### src/rtl/if_fetch_queue.sv
// Instruction fetch front end: sequential PC generation, a single outstanding imem request,
// and a DEPTH-entry {instruction, pc} queue towards decode, flushed by taken branches.
module if_fetch_queue #(
    parameter int unsigned DEPTH    = 4,
    parameter logic [31:0] RESET_PC = 32'h0000_0000,
    parameter logic [31:0] PC_STEP  = 32'd4
) (
    input  logic                     clk_i,
    input  logic                     rst_i,
    output logic                     imem_req_o,
    output logic [31:0]              imem_addr_o,
    input  logic [31:0]              imem_rdata_i,
    input  logic                     imem_valid_i,
    input  logic                     is_branch_taken_i,
    input  logic [31:0]              branch_pc_i,
    output logic                     out_valid_o,
    output logic [31:0]              out_instruction_o,
    output logic [31:0]              out_pc_o,
    input  logic                     out_ready_i,
    output logic [$clog2(DEPTH):0]   occupancy_o
);

    localparam int unsigned PtrW = $clog2(DEPTH);
    localparam int unsigned CntW = PtrW + 1;
    localparam logic [CntW-1:0] DepthCnt = CntW'(DEPTH);

    logic [31:0]     instr_q [DEPTH];
    logic [31:0]     pc_q    [DEPTH];
    logic [PtrW-1:0] rd_ptr_q, rd_ptr_d, wr_ptr_q, wr_ptr_d;
    logic [CntW-1:0] count_q, count_d, count_after;
    logic [31:0]     fetch_pc_q, fetch_pc_d;
    logic [31:0]     outst_pc_q, outst_pc_d;
    logic            outst_q, outst_d;
    logic            drop_q, drop_d;
    logic            resp, push, pop, issue;

    always_comb begin
        resp        = imem_valid_i & outst_q;
        push        = resp & ~drop_q & ~is_branch_taken_i;
        pop         = (count_q != '0) & out_ready_i & ~is_branch_taken_i;
        count_after = count_q + CntW'(push) - CntW'(pop);
        // Issue only when the new request's response is guaranteed a free slot.
        issue       = ~is_branch_taken_i & (~outst_q | imem_valid_i) & (count_after < DepthCnt);
    end

    always_comb begin
        fetch_pc_d = fetch_pc_q;
        outst_d    = outst_q;
        outst_pc_d = outst_pc_q;
        drop_d     = drop_q;
        rd_ptr_d   = rd_ptr_q;
        wr_ptr_d   = wr_ptr_q;
        count_d    = count_q;
        if (is_branch_taken_i) begin
            fetch_pc_d = branch_pc_i;
            outst_d    = outst_q & ~imem_valid_i;
            drop_d     = outst_q & ~imem_valid_i;
            rd_ptr_d   = '0;
            wr_ptr_d   = '0;
            count_d    = '0;
        end else begin
            if (resp) begin
                outst_d = 1'b0;
                drop_d  = 1'b0;
            end
            if (issue) begin
                outst_d    = 1'b1;
                outst_pc_d = fetch_pc_q;
                fetch_pc_d = fetch_pc_q + PC_STEP;
            end
            if (push) wr_ptr_d = wr_ptr_q + PtrW'(1);
            if (pop)  rd_ptr_d = rd_ptr_q + PtrW'(1);
            count_d = count_after;
        end
    end

    always_ff @(posedge clk_i or posedge rst_i) begin
        if (rst_i) begin
            fetch_pc_q <= RESET_PC;
            outst_pc_q <= '0;
            outst_q    <= 1'b0;
            drop_q     <= 1'b0;
            rd_ptr_q   <= '0;
            wr_ptr_q   <= '0;
            count_q    <= '0;
        end else begin
            fetch_pc_q <= fetch_pc_d;
            outst_pc_q <= outst_pc_d;
            outst_q    <= outst_d;
            drop_q     <= drop_d;
            rd_ptr_q   <= rd_ptr_d;
            wr_ptr_q   <= wr_ptr_d;
            count_q    <= count_d;
        end
    end

    always_ff @(posedge clk_i or posedge rst_i) begin
        if (rst_i) begin
            for (int i = 0; i < int'(DEPTH); i++) begin
                instr_q[i] <= '0;
                pc_q[i]    <= '0;
            end
        end else if (push) begin
            instr_q[wr_ptr_q] <= imem_rdata_i;
            pc_q[wr_ptr_q]    <= outst_pc_q;
        end
    end

    // Reset holds the issue logic in a "ready" state, so the strobe is masked explicitly.
    assign imem_req_o        = issue & ~rst_i;
    assign imem_addr_o       = fetch_pc_q;
    assign out_valid_o       = (count_q != '0);
    assign out_instruction_o = instr_q[rd_ptr_q];
    assign out_pc_o          = pc_q[rd_ptr_q];
    assign occupancy_o       = count_q;

endmodule

### config.mk
export PLATFORM = sky130hd
export DESIGN_NAME = if_fetch_queue
export DESIGN_NICKNAME = d
export VERILOG_FILES = /design/src/rtl/if_fetch_queue.sv
export SDC_FILE = /design/constraint.sdc
export NUM_CORES = 1
export LEC_CHECK = 0
export ABC_AREA = 1
export BUFFER_PORTS_ARGS = -buffer_cell sky130_fd_sc_hd__clkbuf_2
export CAP_MARGIN = 10
export CORE_MARGIN = 3
export CORE_UTILIZATION = 55
export CTS_CLUSTER_DIAMETER = 60
export DETAILED_ROUTE_END_ITERATION = 8
export GPL_TIMING_DRIVEN = 1
export PLACE_DENSITY = 0.72
export SETUP_SLACK_MARGIN = 0.02
export SLEW_MARGIN = 20
export SYNTH_ARGS = -nofsm -noshare
export SYNTH_HDL_FRONTEND = slang
export SYNTH_SLANG_ARGS = --single-unit
### constraint.sdc
create_clock -name clk_i -period 23.2 [get_ports clk_i]
set_clock_uncertainty 0.2 [all_clocks]
set_input_delay 2.32 -clock clk_i [delete_from_list [all_inputs] [get_ports clk_i]]
set_output_delay 2.32 -clock clk_i [all_outputs]
set_load 0.1 [all_outputs]
=== Yosys cells after proc, flatten, opt, wreduce, memory -nomap -nowiden ===
Index checks and enable logic that the tools add are counted.

* Bits in registers: 329
* Bits of input ports: 69
* Output and inout bits: 101

* Add/sub/neg operators: 5
* $lt $le $gt $ge: 4
* Mux-type cells: 21
* Bitwise logic cells: 17
* Reduce and logical (&&, ||, !) cells: 8

{| class="wikitable"
|+ Operators by type and width
! operator !! count
|-
| bitwise mux 128 bit || 2
|-
| 2-to-1 mux 32 bit || 7
|-
| binary-select mux 32 bit (select 2 bit) || 2
|-
| demux 32 bit (select 2 bit) || 1
|-
| adder 32 x 3 -> 32 bit (second input constant) || 1
|-
| bitwise AND 1 bit || 9
|-
| 2-to-1 mux 2 bit || 4
|-
| nonzero test 2 bit || 4
|-
| >= comparator 3 bit (second input constant) || 2
|-
| inverter 2 -> 3 bit || 2
|-
| nonzero test 3 bit || 2
|-
| inverter 1 bit || 5
|-
| adder 2 x 1 -> 2 bit (second input constant) || 2
|-
| 2-to-1 mux 1 bit || 4
|-
| adder 3 x 1 -> 3 bit || 1
|-
| < comparator 3 x 1 -> 1 bit (second input constant) || 1
|-
| < comparator 3 bit (second input constant) || 1
|-
| 2-to-1 mux 3 bit || 1
|-
| subtractor 3 x 1 -> 3 bit || 1
|-
| AND reduction 2 bit || 1
|-
| logical AND 1 bit || 1
|-
| bitwise OR 1 bit || 1
|}

=== Depth between registers and ports, before layout ===
* Depth after elaboration: 9
* Mapped depth: 19
* Gate-level depth less buffers: 17

=== Least setup slack after synthesis ===
OpenSTA, ideal clock, no wires.

* Path type: input to output
* Start: input port is_branch_taken_i
* End: output port imem_req_o
* Arrival time: 5.809 ns
* Data required time: 20.680 ns
* Slack: 14.871 ns
* Stages: 17
* Path buffers: 5
* Cells stage by stage: buf_2 -> inv_2 -> nand2_8 -> buf_6 -> buf_6 -> ha_1 -> inv_1 -> ha_1 -> inv_1 -> fa_1 -> inv_1 -> nand3_1 -> nand2_1 -> nand2_2 -> buf_4 -> buf_4 -> nor2_1

* Longest elaborated chain between the ends: 7
* Elaborated cells between the ends (all ways): 9
* Classes of those cells: add/sub (2); order compare (1); bitwise (6)

{| class="wikitable"
|+ RTL lines
! what !! line !! RTL
|-
| from (decl) || 14 || <nowiki>input logic is_branch_taken_i,</nowiki>
|-
| inverter 1 bit (no source line) * || n/a ||
|-
| bitwise AND 1 bit || 39 || <nowiki>push = resp & ~drop_q & ~is_branch_taken_i;</nowiki>
|-
| adder 3 x 1 -> 3 bit || 41 || <nowiki>count_after = count_q + CntW'(push) - CntW'(pop);</nowiki>
|-
| subtractor 3 x 1 -> 3 bit || 41 ||
|-
| < comparator 3 bit || 43 || <nowiki>issue = ~is_branch_taken_i & (~outst_q | imem_valid_i) & (count_after < DepthCnt);</nowiki>
|-
| bitwise AND 1 bit * || 43 ||
|-
| bitwise AND 1 bit * || 110 || <nowiki>assign imem_req_o = issue & ~rst_i;</nowiki>
|-
| to (decl) || 10 || <nowiki>output logic imem_req_o,</nowiki>
|}

Every way passes the cells marked *; elsewhere a longest branch is shown, timed or not.

=== Final worst setup path ===
Same ends and word-level chain as after synthesis.

==> summary.md <==
| Metric | Value |
|---|---|
| Top post-synthesis cells by area | dfrtp_1 (51%), nand2_1 (16%), o21ai_0 (6.7%), o21ai_1 (6.7%), nor2_1 (4.0%) |
| Synth Flop Type | dfrtp_1 |
| Rows | ~60 |
| Drt first pass iters | 5 |
| Root Buffer | clkbuf_16 |
| Initial Utilization | 0.568 |
| Number of synthesized flops with an enable pin | 0 |
| Drc violations | 0 |
| Postcts setup bufs | 0 |
| Most common library cells after synthesis | nand2_1 (699), dfrtp_1 (329), o21ai_0 (216) |
| Crit path largest cell delay | ~760 ps |
| Die area | between 30000 and 40000 um^2 |
| Max_cap viols | 0 |
| Fin. Hold Viols | 0 |
| Clock-pin slew on the worst setup and hold paths | 50 ps |
| N_diodes | 0 |
| Buffer depth of the longest clock path | 3 |
| Initial antenna violation count | 0 |
| Total GRT Usage | 0.280 |
| CTS hold repair buffers | 0 |
| Initial DRC Count | roughly 1400 |
| Top sig layer | met4 |
| DR WL/cell | around 18 um |
| Yosys Warn Count | 0 |
| CP Data Required Time | 20680 ps |
| M1 wire length | 19600 um |
| Synthesized instance count | slightly above 2000 |
| Max Freq | 0.116 GHz |
| Grt total ovfl | 0 |
| Startpoint Class | primary input |
| First-pass GRT wire length | 71700 um |
| Yosys top cell area share | 0.512 |
| # nets final | around 2200 |
| Met3 Routed Length | around 3200 um |
| Mapped Nets | ~2100 |
| Via count | about 14000 |
| Gpl congestion | around 0.9 |
| Ys async rst share | 1.00 |
| Final Max Tran Viols | 0 |
| Top Ports | 170 |
| Buffers on Ports | about 170 |
| Yosys top cell by area | dfrtp_1 |
| H-tree Lvls | 2 |
| Most used cell, CP | inv_1 |
| CP Buf/Inv Count | 6 |
| Delay-heaviest family, CP | buffers and inverters |
| CP endpoint kind | output port |
| Die height | about 180 um |
| CP max stage cell | inv_2 |
| Tmin final | around 8600 ps |
| Slew headroom | 0.240 |
| Post-CTS Resized | 0 |
| Setup repair after global routing missed its margin | false |
| Netlist cell types | 28 |
| TritonCTS clock tree | built |
| CP Max Fanout | 96 |
| DR vias/cell | between 5 and 6 |
| Synth-to-layout area growth | 10.8% |
| CP Cell Sequence | clkbuf_2, inv_2, nand2_8, ha_1, inv_1, ha_1, inv_1, fa_1, inv_1, nand3_1, nand2_1, nand2_2, nor2_1, clkbuf_2 |
| Critical path type | in2out |
| Final setup violation count | 0 |
| Antenna Nets Post-Route | 0 |
| Most common cell in the netlist | nand2_1 |
| Worst slew pin tran | approximately 1100 ps |
| Drt total wl | around 44000 um |
| CP arrival | around 6100 ps |
| Syn_area_per_cell | 7.92 um^2 |
| Met2 routed WL | ~20000 um |
| Cell Area, Synth | 16100 um^2 |
| Status | completed |
| Clock sink count | between 300 and 400 |
| Core footprint | 28300 um^2 |
| Worst hold path class | reg2reg |
| Die width | between 150 and 200 um |
| CTS buffer count | 37 |
| Hpwl dp | about 24000 um |
| Setup TNS | 0 ps |
| Largest net degree at the start of global routing | 141 |
| Crit share post-route | 0.371 |
| Layout cells sized above 1 | 0.129 |
| Skew-Pair Late Insertion Delay | between 500 and 600 ps |
| Flops & latches, synth | approximately 330 |
| Vias in the first global route | between 10000 and 15000 |
| Sequential area share after synthesis | 0.512 |
metal layers:
metal | vias up | global-route usage
li1 | 6791 | -
met1 | 6805 | 0.406
met2 | 548 | 0.450
met3 | 67 | 0.0343
met4 | 0 | 0.0763
met5 | - | 0
worst min-delay path: stages (launching register included):
cell     delay, ps
dfrtp_1        330
o21ai_1         60
nand2_1         50
worst paths after layout:
kind | startpoint | slack (ps) | end | cells past startpoint
worst max-delay path | is_branch_taken_i | 14590 | imem_req_o | 14
worst min-delay path | pc_q[82] | 270 | pc_q[82] | 2
worst max register to register | outst_q | 19020 | imem_addr_o[9] | 15
worst min register to register | pc_q[82] | 270 | pc_q[82] | 2
max in group asynchronous | rst_i | 18670 | pc_q[86] | 4
min in group asynchronous | rst_i | 1850 | imem_addr_o[5] | 2
sequential cells by signal (all words and copies together), names as in the netlist:
signal       cells
instr_q        128
pc_q           128
imem_addr_o     32
outst_pc_q      32
occupancy_o      3
rd_ptr_q         2
wr_ptr_q         2
drop_q           1
outst_q          1
area by class of cell:
cell class,instances,area (um^2)
fillers,2566,10500
flip-flops and latches,329,8240
multi-input cells,1489,6680
clock buffers,57,1140
repair buffers,184,971
well taps,378,473
inverters,69,269
clock inverters,8,50.0
cell families (layout without fill, tap and decap cells):
group | after synthesis | count (layout) | share of synthesized area
AO/OA/AOI/OAI | 501 | 501 | 0.162
XOR/XNOR | 4 | 4 | 0.00218
adder cells (fa/ha/maj) | 8 | 8 | 0.00669
buffers and inverters | 212 | 318 | 0.0732
flip-flops | 329 | 329 | 0.512
AND/OR/NAND/NOR | 976 | 976 | 0.244
placed cells by master, fill, tap and decap left out, drive strengths merged, types with 3 or more instances in the layout:
| master | instances |
|---|---|
| a21oi | 4 |
| buf | 15 |
| clkbuf | 226 |
| clkinv | 6 |
| dfrtp | 329 |
| ha | 7 |
| inv | 70 |
| nand2 | 705 |
| nand3 | 84 |
| nor2 | 183 |
| o211ai | 3 |
| o21ai | 430 |
| o22ai | 64 |
| xor2 | 3 |
per-stage QoR:
step	area (um^2)	util	hold slack, ps	instances	setup slack (ps)
after floorplan	16100	-	241	2030	11570
after global placement	16600	0.586	256	2448	14680
after detailed placement	16600	0.586	263	2448	14650
after CTS	17800	0.629	275	2513	14640
after global routing	17800	0.629	285	2514	14260
final	17800	0.629	273	2514	14590
Power is left out: the tool's default activity adds up to more than one toggle a clock period on the data nets, which glitch-free logic cannot reach.
